<file path="src/rtl/timer_if.sv">
// CPU-side peripheral bus shared by the memory-mapped I/O blocks.
interface timer_if;
  logic [15:0] cpu_addr;
  logic [7:0]  cpu_data_w;
  logic [7:0]  cpu_data_r;
  logic        cpu_do_write;
  logic        data_active;

  // CPU side drives address/data/strobe and receives read data.
  modport master (
    output cpu_addr,
    output cpu_data_w,
    output cpu_do_write,
    input  cpu_data_r,
    input  data_active
  );

  // Peripheral side decodes the address and returns read data.
  modport slave (
    input  cpu_addr,
    input  cpu_data_w,
    input  cpu_do_write,
    output cpu_data_r,
    output data_active
  );
endinterface

</file>
<file path="src/rtl/timer.sv">
// Game Boy DIV/TIMA/TMA/TAC timer, including the DMG falling-edge glitches
// and the delayed TMA reload after TIMA overflow.
module timer #(
  parameter logic [15:0] BASE         = 16'hFF04,
  parameter int unsigned RELOAD_DELAY = 4
) (
  input  logic   clk,
  input  logic   reset,
  timer_if.slave bus,
  output logic   intreq_timer
);

  localparam int unsigned CNT_W  = 16;
  localparam int unsigned REG_W  = 8;
  localparam int unsigned TAC_W  = 3;
  localparam int unsigned RLD_W  = 3;

  localparam logic [15:0]      ADDR_DIV  = BASE;
  localparam logic [15:0]      ADDR_TIMA = BASE + 16'd1;
  localparam logic [15:0]      ADDR_TMA  = BASE + 16'd2;
  localparam logic [15:0]      ADDR_TAC  = BASE + 16'd3;
  localparam logic [RLD_W-1:0] RELOAD_LD = RLD_W'(RELOAD_DELAY);

  logic [CNT_W-1:0] sys_cnt_q, sys_cnt_d;
  logic [REG_W-1:0] tima_q, tima_d;
  logic [REG_W-1:0] tma_q, tma_d;
  logic [TAC_W-1:0] tac_q, tac_d;
  logic [RLD_W-1:0] reload_cnt_q, reload_cnt_d;
  logic             timer_in_q;
  logic             intreq_q, intreq_d;

  logic             wr_div, wr_tima, wr_tma, wr_tac;
  logic             sel_bit;
  logic             timer_in;
  logic             tick;
  logic [REG_W-1:0] rd_data;
  logic             rd_active;

  // Address decode for the write strobes.
  always_comb begin
    wr_div  = bus.cpu_do_write && (bus.cpu_addr == ADDR_DIV);
    wr_tima = bus.cpu_do_write && (bus.cpu_addr == ADDR_TIMA);
    wr_tma  = bus.cpu_do_write && (bus.cpu_addr == ADDR_TMA);
    wr_tac  = bus.cpu_do_write && (bus.cpu_addr == ADDR_TAC);
  end

  // Free-running system counter, TMA and TAC next values.
  always_comb begin
    sys_cnt_d = wr_div ? '0 : sys_cnt_q + CNT_W'(1);
    tma_d     = wr_tma ? bus.cpu_data_w : tma_q;
    tac_d     = wr_tac ? bus.cpu_data_w[TAC_W-1:0] : tac_q;
  end

  // Frequency select and falling-edge detect on the gated counter bit.
  always_comb begin
    sel_bit = sys_cnt_q[9];
    case (tac_q[1:0])
      2'b00:   sel_bit = sys_cnt_q[9];
      2'b01:   sel_bit = sys_cnt_q[3];
      2'b10:   sel_bit = sys_cnt_q[5];
      default: sel_bit = sys_cnt_q[7];
    endcase
    timer_in = sel_bit & tac_q[2];
    tick     = timer_in_q & ~timer_in;
  end

  // State register: all timer state, cleared asynchronously.
  always_ff @(posedge clk or posedge reset) begin
    if (reset) begin
      sys_cnt_q    <= '0;
      tima_q       <= '0;
      tma_q        <= '0;
      tac_q        <= '0;
      reload_cnt_q <= '0;
      timer_in_q   <= 1'b0;
      intreq_q     <= 1'b0;
    end else begin
      sys_cnt_q    <= sys_cnt_d;
      tima_q       <= tima_d;
      tma_q        <= tma_d;
      tac_q        <= tac_d;
      reload_cnt_q <= reload_cnt_d;
      timer_in_q   <= timer_in;
      intreq_q     <= intreq_d;
    end
  end

  // Next state: IDLE when reload_cnt is zero, PENDING otherwise.
  always_comb begin
    tima_d       = tima_q;
    reload_cnt_d = reload_cnt_q;
    if (reload_cnt_q == '0) begin
      // Written value beats a coincident tick, including on overflow.
      if (wr_tima) begin
        tima_d = bus.cpu_data_w;
      end else if (tick) begin
        if (tima_q == 8'hFF) begin
          tima_d       = '0;
          reload_cnt_d = RELOAD_LD;
        end else begin
          tima_d = tima_q + REG_W'(1);
        end
      end
    end else if (reload_cnt_q == RLD_W'(1)) begin
      // Reload edge: TMA load wins over a TIMA write; a same-edge TMA write is seen.
      tima_d       = tma_d;
      reload_cnt_d = '0;
    end else begin
      // Early TIMA write cancels the pending reload and interrupt.
      if (wr_tima) begin
        tima_d       = bus.cpu_data_w;
        reload_cnt_d = '0;
      end else begin
        reload_cnt_d = reload_cnt_q - RLD_W'(1);
      end
    end
  end

  // Output decode: request pulse registered alongside the TMA load.
  always_comb begin
    intreq_d = (reload_cnt_q == RLD_W'(1));
  end

  assign intreq_timer = intreq_q;

  // Combinational read mux.
  always_comb begin
    rd_data   = 8'hFF;
    rd_active = 1'b0;
    if (bus.cpu_addr == ADDR_DIV) begin
      rd_data   = sys_cnt_q[15:8];
      rd_active = 1'b1;
    end else if (bus.cpu_addr == ADDR_TIMA) begin
      rd_data   = tima_q;
      rd_active = 1'b1;
    end else if (bus.cpu_addr == ADDR_TMA) begin
      rd_data   = tma_q;
      rd_active = 1'b1;
    end else if (bus.cpu_addr == ADDR_TAC) begin
      rd_data   = {5'b11111, tac_q};
      rd_active = 1'b1;
    end
  end

  assign bus.cpu_data_r  = rd_data;
  assign bus.data_active = rd_active;

endmodule

</file>
<file path="src/flat_wrapper.sv">
// flat-port wrapper written by rule: the top's interface ports become plain ports
module timer_flat 
#(
  parameter logic [15:0] BASE         = 16'hFF04,
  parameter int unsigned RELOAD_DELAY = 4
)
  (clk, reset, intreq_timer, bus_cpu_addr, bus_cpu_data_w, bus_cpu_do_write, bus_cpu_data_r, bus_data_active);
  timer_if bus_i ();
  input  logic clk;
  input  logic reset;
  output logic intreq_timer;
  input wire logic [$bits(bus_i.cpu_addr)-1:0] bus_cpu_addr;
  input wire logic [$bits(bus_i.cpu_data_w)-1:0] bus_cpu_data_w;
  input wire logic [$bits(bus_i.cpu_do_write)-1:0] bus_cpu_do_write;
  output wire logic [$bits(bus_i.cpu_data_r)-1:0] bus_cpu_data_r;
  output wire logic [$bits(bus_i.data_active)-1:0] bus_data_active;
  assign bus_i.cpu_addr = bus_cpu_addr;
  assign bus_i.cpu_data_w = bus_cpu_data_w;
  assign bus_i.cpu_do_write = bus_cpu_do_write;
  assign bus_cpu_data_r = bus_i.cpu_data_r;
  assign bus_data_active = bus_i.data_active;
  timer #(.BASE(BASE), .RELOAD_DELAY(RELOAD_DELAY)) u_core (.clk(clk), .reset(reset), .bus(bus_i), .intreq_timer(intreq_timer));
endmodule
</file>
<file path="config.mk">
export PLATFORM = sky130hd
export DESIGN_NAME = timer_flat
export DESIGN_NICKNAME = d
export VERILOG_FILES = /design/src/rtl/timer_if.sv /design/src/rtl/timer.sv /design/src/flat_wrapper.sv
export SDC_FILE = /design/constraint.sdc
export NUM_CORES = 1
export LEC_CHECK = 0
export ABC_AREA = 1
export ABC_CLOCK_PERIOD_IN_PS = 1550
export BUFFER_PORTS_ARGS = -buffer_cell sky130_fd_sc_hd__clkbuf_2
export CAP_MARGIN = 0
export CORE_ASPECT_RATIO = 0.5
export CORE_UTILIZATION = 45
export CTS_BUF_LIST = sky130_fd_sc_hd__clkbuf_8 sky130_fd_sc_hd__clkbuf_16
export CTS_CLUSTER_DIAMETER = 60
export DETAILED_ROUTE_END_ITERATION = 12
export GPL_ROUTABILITY_DRIVEN = 0
export PLACE_DENSITY = 0.78
export SLEW_MARGIN = 20
export SYNTH_ARGS = -nofsm -noshare
export SYNTH_HDL_FRONTEND = slang
export SYNTH_SLANG_ARGS = --single-unit
</file>
<file path="constraint.sdc">
create_clock -name clk -period 1.55 [get_ports clk]
set_input_delay 0.0775 -clock clk [delete_from_list [all_inputs] [get_ports clk]]
set_output_delay 0.0775 -clock clk [all_outputs]
set_load 0.01 [all_outputs]
</file>
==> impl_metrics.json, run 1 <==
{
  "end_kind": "flip-flop",
  "port_buffers": 36,
  "postRouteWirelength_um": 6850,
  "clock_path_buffers": 2,
  "die_area_mm2": 0.00637,
  "vias": 2677,
  "place_inst": 519,
  "hold_viol": 0,
  "final-seq-area_mm2": 0.00100,
  "fin_cells": 533,
  "cts_tree": "done",
  "start_util": 0.480,
  "max-cap-violations": 0,
  "grt_max_degree": 41,
  "synth_top_family_by_area": "simple AND/OR/NAND/NOR gates",
  "hold-worst-slack_ns": 0.0803,
  "min_path_type": "input pin to flip-flop",
  "grt-ovfl-total": 0,
  "synth_fp_nets": 426,
  "cp-start-kind": "flip-flop",
  "period_needed_ns": 1.47,
  "relSlewSlack": 0.669,
  "synth_area_mm2": 0.00272,
  "hold_end": "u_core.tma_q[0]",
  "yosysMostFrequentCell": "nand2_1",
  "core_mm2": 0.00566,
  "hp-start": "bus_cpu_data_w[0]",
  "reg2reg_setup_slack_ns": 0.08,
  "routedWlPerCell_um": 12.9,
  "fin_worst_skew_ns": 0.00761,
  "antenna_found_initial": 0,
  "rsz0062_at_grt": "true",
  "pin_count": 37,
  "cp.arrival_ns": 1.64,
  "synthSimpleGateAreaFrac": 0.388,
  "async_flop_share": 1.00,
  "clock-root-buffer": "clkbuf_16",
  "cts_buffers": 5,
  "ant_nets": 0,
  "synthTopCellsByCount": "nand2_1 (120), inv_1 (58), nand3_1 (44), nor2_1 (44), dfrtp_1 (40)",
  "rows": 19,
  "criticalPathCategory": "flip-flop to flip-flop",
  "die_w_um": 112,
  "multi_input_area_mm2": 0.00152,
  "synth.area.top_cells": "dfrtp_1 (37%), nand2_1 (17%), nand3_1 (8.1%)",
  "finalNetCount": 491,
  "yosys_warnings": 0,
  "leakage_nw": 1.77,
  "synth_cell_type_count": 35,
  "muxShareOfSynthArea": 0,
  "reg2reg_from": "u_core.reload_cnt_q[1]",
  "grt_pass1_vias": 2507,
  "fill_cells": 501,
  "drt_iter0_markers": 145,
  "vdd_drop_max_v": 0.000438,
  "max_freq_mhz": 682,
  "cp_max_fo": 6,
  "yosysSeqAreaShare": 0.368,
  "synth-main-ff-cell": "dfrtp_1",
  "fin_crit_sh": 0.946,
  "reg2regPathDepth": 9,
  "clk_pin_slew_worst_paths_ns": 0.06,
  "die_h_um": 57.0,
  "tightestPinTransition_ns": 0.496,
  "post-place-ws_ns": 0.0375,
  "syn-mean-instance-area_um2": 6.90,
  "areaGrowthSynthToFinish_pct": 26.1,
  "finalSetupViolations": 0,
  "routed_via_density": 5.02,
  "antenna_cells": 0,
  "yosys.area.top_type_share": 0.368,
  "critPathRequiredTime_ns": 1.72,
  "synth_edf_count": 0,
  "place_hpwl_um": 5010,
  "r2r_end": "u_core.tima_q[1]",
  "grt_first_pass_wirelength_um": 11500,
  "synth.ff_latch_count": 40,
  "yosys.area.top_type": "dfrtp_1",
  "drv_slew": 0,
  "fin_ws_ns": 0.0835,
  "drt_first_pass_iters": 5,
  "synth_cells": 394,
  "synthAdderAreaFrac": 0.0230,
  "cts_max_level": 2,
  "synth-xor-area-share": 0.0483,
  "grt_use_total": 0.230,
  "drc": 0,
  "numClockSinks": 40,
  "min_path_cells": 3,
  "synth-compound-area-share": 0.0723,
  "drive_above_1_share": 0.235,
  "power.density_mw_per_mm2": 830,
  "clk_latency_ns": 0.28,
  "status": "complete, no violations"
}
[layer usage]
metal	part of all wire	vias up	global-route usage
li1	-	1370	-
met1	0.45	1216	0.309
met2	0.47	83	0.385
met3	0.060	8	0.0383
met4	0.011	0	0.0753
met5	0	-	0
[layout make-up]
cell class | instances | share of cell area
clock buffers | 7 | 0.0446
clock inverters | 1 | 0.00877
inverters | 60 | 0.0665
multi-input cells | 288 | 0.444
flip-flops and latches | 40 | 0.292
well taps | 73 | 0.0267
repair buffers | 64 | 0.117
[metrics by stage]
step | total power, mW | util | TNS, ns | area, um2
after floorplan | 1.44 | - | 0 | 2720
after global placement | 1.57 | 0.550 | 0 | 3110
after detailed placement | 1.59 | 0.550 | 0 | 3110
after CTS | 2.84 | 0.584 | 0 | 3310
after global routing | 2.97 | 0.605 | -0.0714 | 3430
final | 2.84 | 0.605 | 0 | 3430
[timing repair]
item,4_1_cts,5_1_grt
hold buffers,1,0
endpoints found under the hold margin,40,0
setup endpoints to repair,0,20
buffers inserted,0,5
gates resized for setup,0,23
[cell usage in the layout, fill, tap and decap left out, types with 2 or more instances in the layout]
cell type / instances
clkbuf_16: 5
o22ai_1: 2
ha_1: 3
inv_1: 56
and2_1: 4
xnor2_1: 2
a21oi_1: 6
buf_4: 25
dfrtp_1: 40
nand2_1: 117
o211ai_1: 3
nand2_2: 7
nand3_4: 2
nand3_1: 40
inv_2: 3
nand4_1: 3
nand3_2: 5
nor2_1: 39
clkbuf_8: 2
xor2_1: 13
buf_6: 2
nor2_2: 7
nor2_4: 4
o221ai_1: 5
clkbuf_2: 36
o21ai_1: 7
o21ai_2: 2
o21ai_0: 7
nor3_1: 2
[registers in the layout, indices dropped and copies added, names as in the netlist]
name	flops
u_core.sys_cnt_q	16
u_core.tima_q	8
u_core.tma_q	8
u_core.reload_cnt_q	3
u_core.tac_q	3
u_core.intreq_timer	1
u_core.timer_in_q	1
[cells by family (layout without fill, tap and decap cells)]
family / count (synthesis) / after routing
xor+xnor: 15 / 15
compound gates: 32 / 32
buf+inv: 66 / 132
fa+ha+maj: 5 / 5
flops: 40 / 40
simple gates: 236 / 236
[worst max-delay path by stage]
stage | from | end | cells after the start
CTS | u_core.reload_cnt_q[1] | u_core.tima_q[4] | 9
global placement | u_core.sys_cnt_q[3] | u_core.sys_cnt_q[15] | 7
finish | u_core.reload_cnt_q[1] | u_core.tima_q[1] | 9
floorplan | u_core.reload_cnt_q[1] | u_core.tima_q[1] | 9
global route | u_core.reload_cnt_q[1] | u_core.tima_q[4] | 9
detailed placement | u_core.reload_cnt_q[1] | u_core.tima_q[7] | 10
[worst max-delay path: stages (launching register included)]
cell and delay (ns):
dfrtp_1 0.37, inv_2 0.10, ha_1 0.15, nand2_1 0.10, nor2_1 0.17, inv_1 0.10
nand3_4 0.11, o21ai_0 0.09, nor2_1 0.11, nor2_1 0.06
[power breakdown]
part           switching [mW]  internal, mW  leakage (nW)
clock                   0.403         0.847        0.0901
sequential             0.0853          1.11         0.492
combinational           0.233         0.161          1.19
Power figures use the tool's default switching activity.
==> run 2, diff against run 1 <==
Settings changed: PLACE_DENSITY 0.78 to 0.67.
==> impl_metrics.json, run 2 (same netlist as run 1, synthesis figures left out) <==
{
  "status": "complete, but fails checks",
  "violations": "DRC",
  "top_regs": "u_core.sys_cnt_q (16), u_core.tima_q (8), u_core.tma_q (8)",
  "clock_path_buffers": 2,
  "cpPeakStageDelay_ns": 0.40,
  "numClockSinks": 40,
  "power.density_mw_per_mm2": 767,
  "crit_path_cell_trace": "inv_2 > ha_4 > inv_2 > nor2_4 > nand3_2 > nand3_4 > buf_4 > nor2_1 > nor2_1",
  "ant_nets": 0,
  "cts_tree": "done",
  "finalNetCount": 489,
  "drt_iter0_markers": 212,
  "cp_max_fo": 6,
  "hold_viol": 0,
  "rows": 19,
  "drt_first_pass_iters": 9,
  "criticalPathCategory": "flip-flop to flip-flop",
  "leakage_nw": 1.76,
  "antenna_cells": 0,
  "postRouteWirelength_um": 7360,
  "cp_num_cells": 9,
  "areaGrowthSynthToFinish_pct": 27.6,
  "path_delay_family": "simple AND/OR/NAND/NOR gates",
  "grt_use_total": 0.240,
  "regMostFlops": "u_core.sys_cnt_q",
  "clk_pin_slew_worst_paths_ns": 0.06,
  "cts_max_level": 2,
  "place_hpwl_um": 5430,
  "die_w_um": 112,
  "antenna_found_initial": 0,
  "min_path_type": "input pin to flip-flop",
  "port_buffers": 36,
  "critical_path_buf_inv_count": 3,
  "core_mm2": 0.00566,
  "routed_via_density": 5.22,
  "final_common_cell": "nand2_1",
  "clk_latency_ns": 0.29,
  "max-cap-violations": 0,
  "pin_count": 37,
  "start_util": 0.480,
  "period_needed_ns": 1.51,
  "final_util": 0.613,
  "tightestPinTransition_ns": 0.516,
  "drive_above_1_share": 0.269,
  "cp-start-kind": "flip-flop",
  "grt-ovfl-total": 0,
  "hold-worst-slack_ns": 0.0976,
  "die_h_um": 57.0,
  "critPathRequiredTime_ns": 1.77,
  "reg2regPathDepth": 9,
  "min_path_cells": 3,
  "die_area_mm2": 0.00637,
  "slowest_stage": "dfrtp_1",
  "fin_worst_skew_ns": 0.00709,
  "rsz0062_at_grt": "true",
  "drc": 2,
  "fin_ws_ns": 0.0423,
  "end_kind": "flip-flop",
  "routedWlPerCell_um": 13.9,
  "fill_cells": 503,
  "vias": 2767,
  "clock-root-buffer": "clkbuf_16",
  "fin_crit_sh": 0.973,
  "grt_first_pass_wirelength_um": 11800,
  "fin_cells": 530,
  "setup_tns_ns": 0,
  "relSlewSlack": 0.656,
  "vdd_drop_max_v": 0.000550,
  "finalSetupViolations": 0,
  "place_inst": 516,
  "grt_max_degree": 41,
  "cp.arrival_ns": 1.72,
  "cts_buffers": 5,
  "layout_common_cells": "nand2_1 (114), inv_1 (54), dfrtp_1 (38), nand3_1 (36), clkbuf_2 (36)",
  "post-place-ws_ns": -0.0606,
  "max_freq_mhz": 663,
  "drv_slew": 0,
  "grt_pass1_vias": 2567,
  "largest_register_ffs": 16
}
-- run 2: repair_timing --
action | in CTS | in global routing
setup buffers | 0 | 6
hold buffers | 1 | 0
hold endpoints to repair | 40 | 0
setup endpoints to repair | 7 | 20
gates resized for setup | 3 | 50
cloned | 0 | 0
pin swaps | 0 | 10
-- run 2: worst reg2reg max path: stages, from the launching register on --
cell	delay (ns)
dfrtp_1	0.40
inv_2	0.09
ha_4	0.14
inv_2	0.04
nor2_4	0.20
nand3_2	0.15
nand3_4	0.12
buf_4	0.16
nor2_1	0.04
nor2_1	0.11
-- run 2: path summary, 6_finish.rpt --
path	from	slack, ns	endpoint
max in group asynchronous	reset	0.73	u_core.sys_cnt_q[5]
min in group asynchronous	reset	0.44	u_core.sys_cnt_q[2]
worst min register to register	u_core.tma_q[0]	0.51	u_core.tma_q[0]
worst min-delay path	bus_cpu_data_w[0]	0.1	u_core.tma_q[0]
worst max register to register	u_core.reload_cnt_q[0]	0.04	u_core.tima_q[1]
worst max-delay path	u_core.reload_cnt_q[0]	0.04	u_core.tima_q[1]
-- run 2: area by class of cell --
class	count	area, um2	area share
well taps	73	91.3	0.0263
inverters	60	228	0.0657
multi-input cells	288	1620	0.467
flip-flops and latches	40	1000	0.289
clock inverters	2	12.5	0.00361
repair buffers	62	389	0.112
clock buffers	5	125	0.0361
-- run 2: layer usage --
layer | GRT usage | vias to the layer above | wire, um | part of all wire
met4 | 0.0849 | 0 | 189 | 0.026
met5 | 0 | - | 0 | 0
met2 | 0.395 | 111 | 3310 | 0.45
li1 | - | 1361 | - | -
met3 | 0.0457 | 21 | 561 | 0.076
met1 | 0.322 | 1274 | 3300 | 0.45
-- run 2: stage by stage --
| stage | area, um2 | power, mW |
|---|---|---|
| detailed placement | 3090 | 1.62 |
| floorplan | 2720 | 1.44 |
| finish | 3470 | 2.66 |
| CTS | 3250 | 2.61 |
| global route | 3470 | 2.78 |
| global placement | 3090 | 1.60 |
-- run 2: where the power goes --
part / total [mW] / switching (mW) / internal, mW
Clock: 1.00 / 0.420 / 0.584
Combinational: 0.465 / 0.269 / 0.195
Sequential: 1.19 / 0.0756 / 1.12
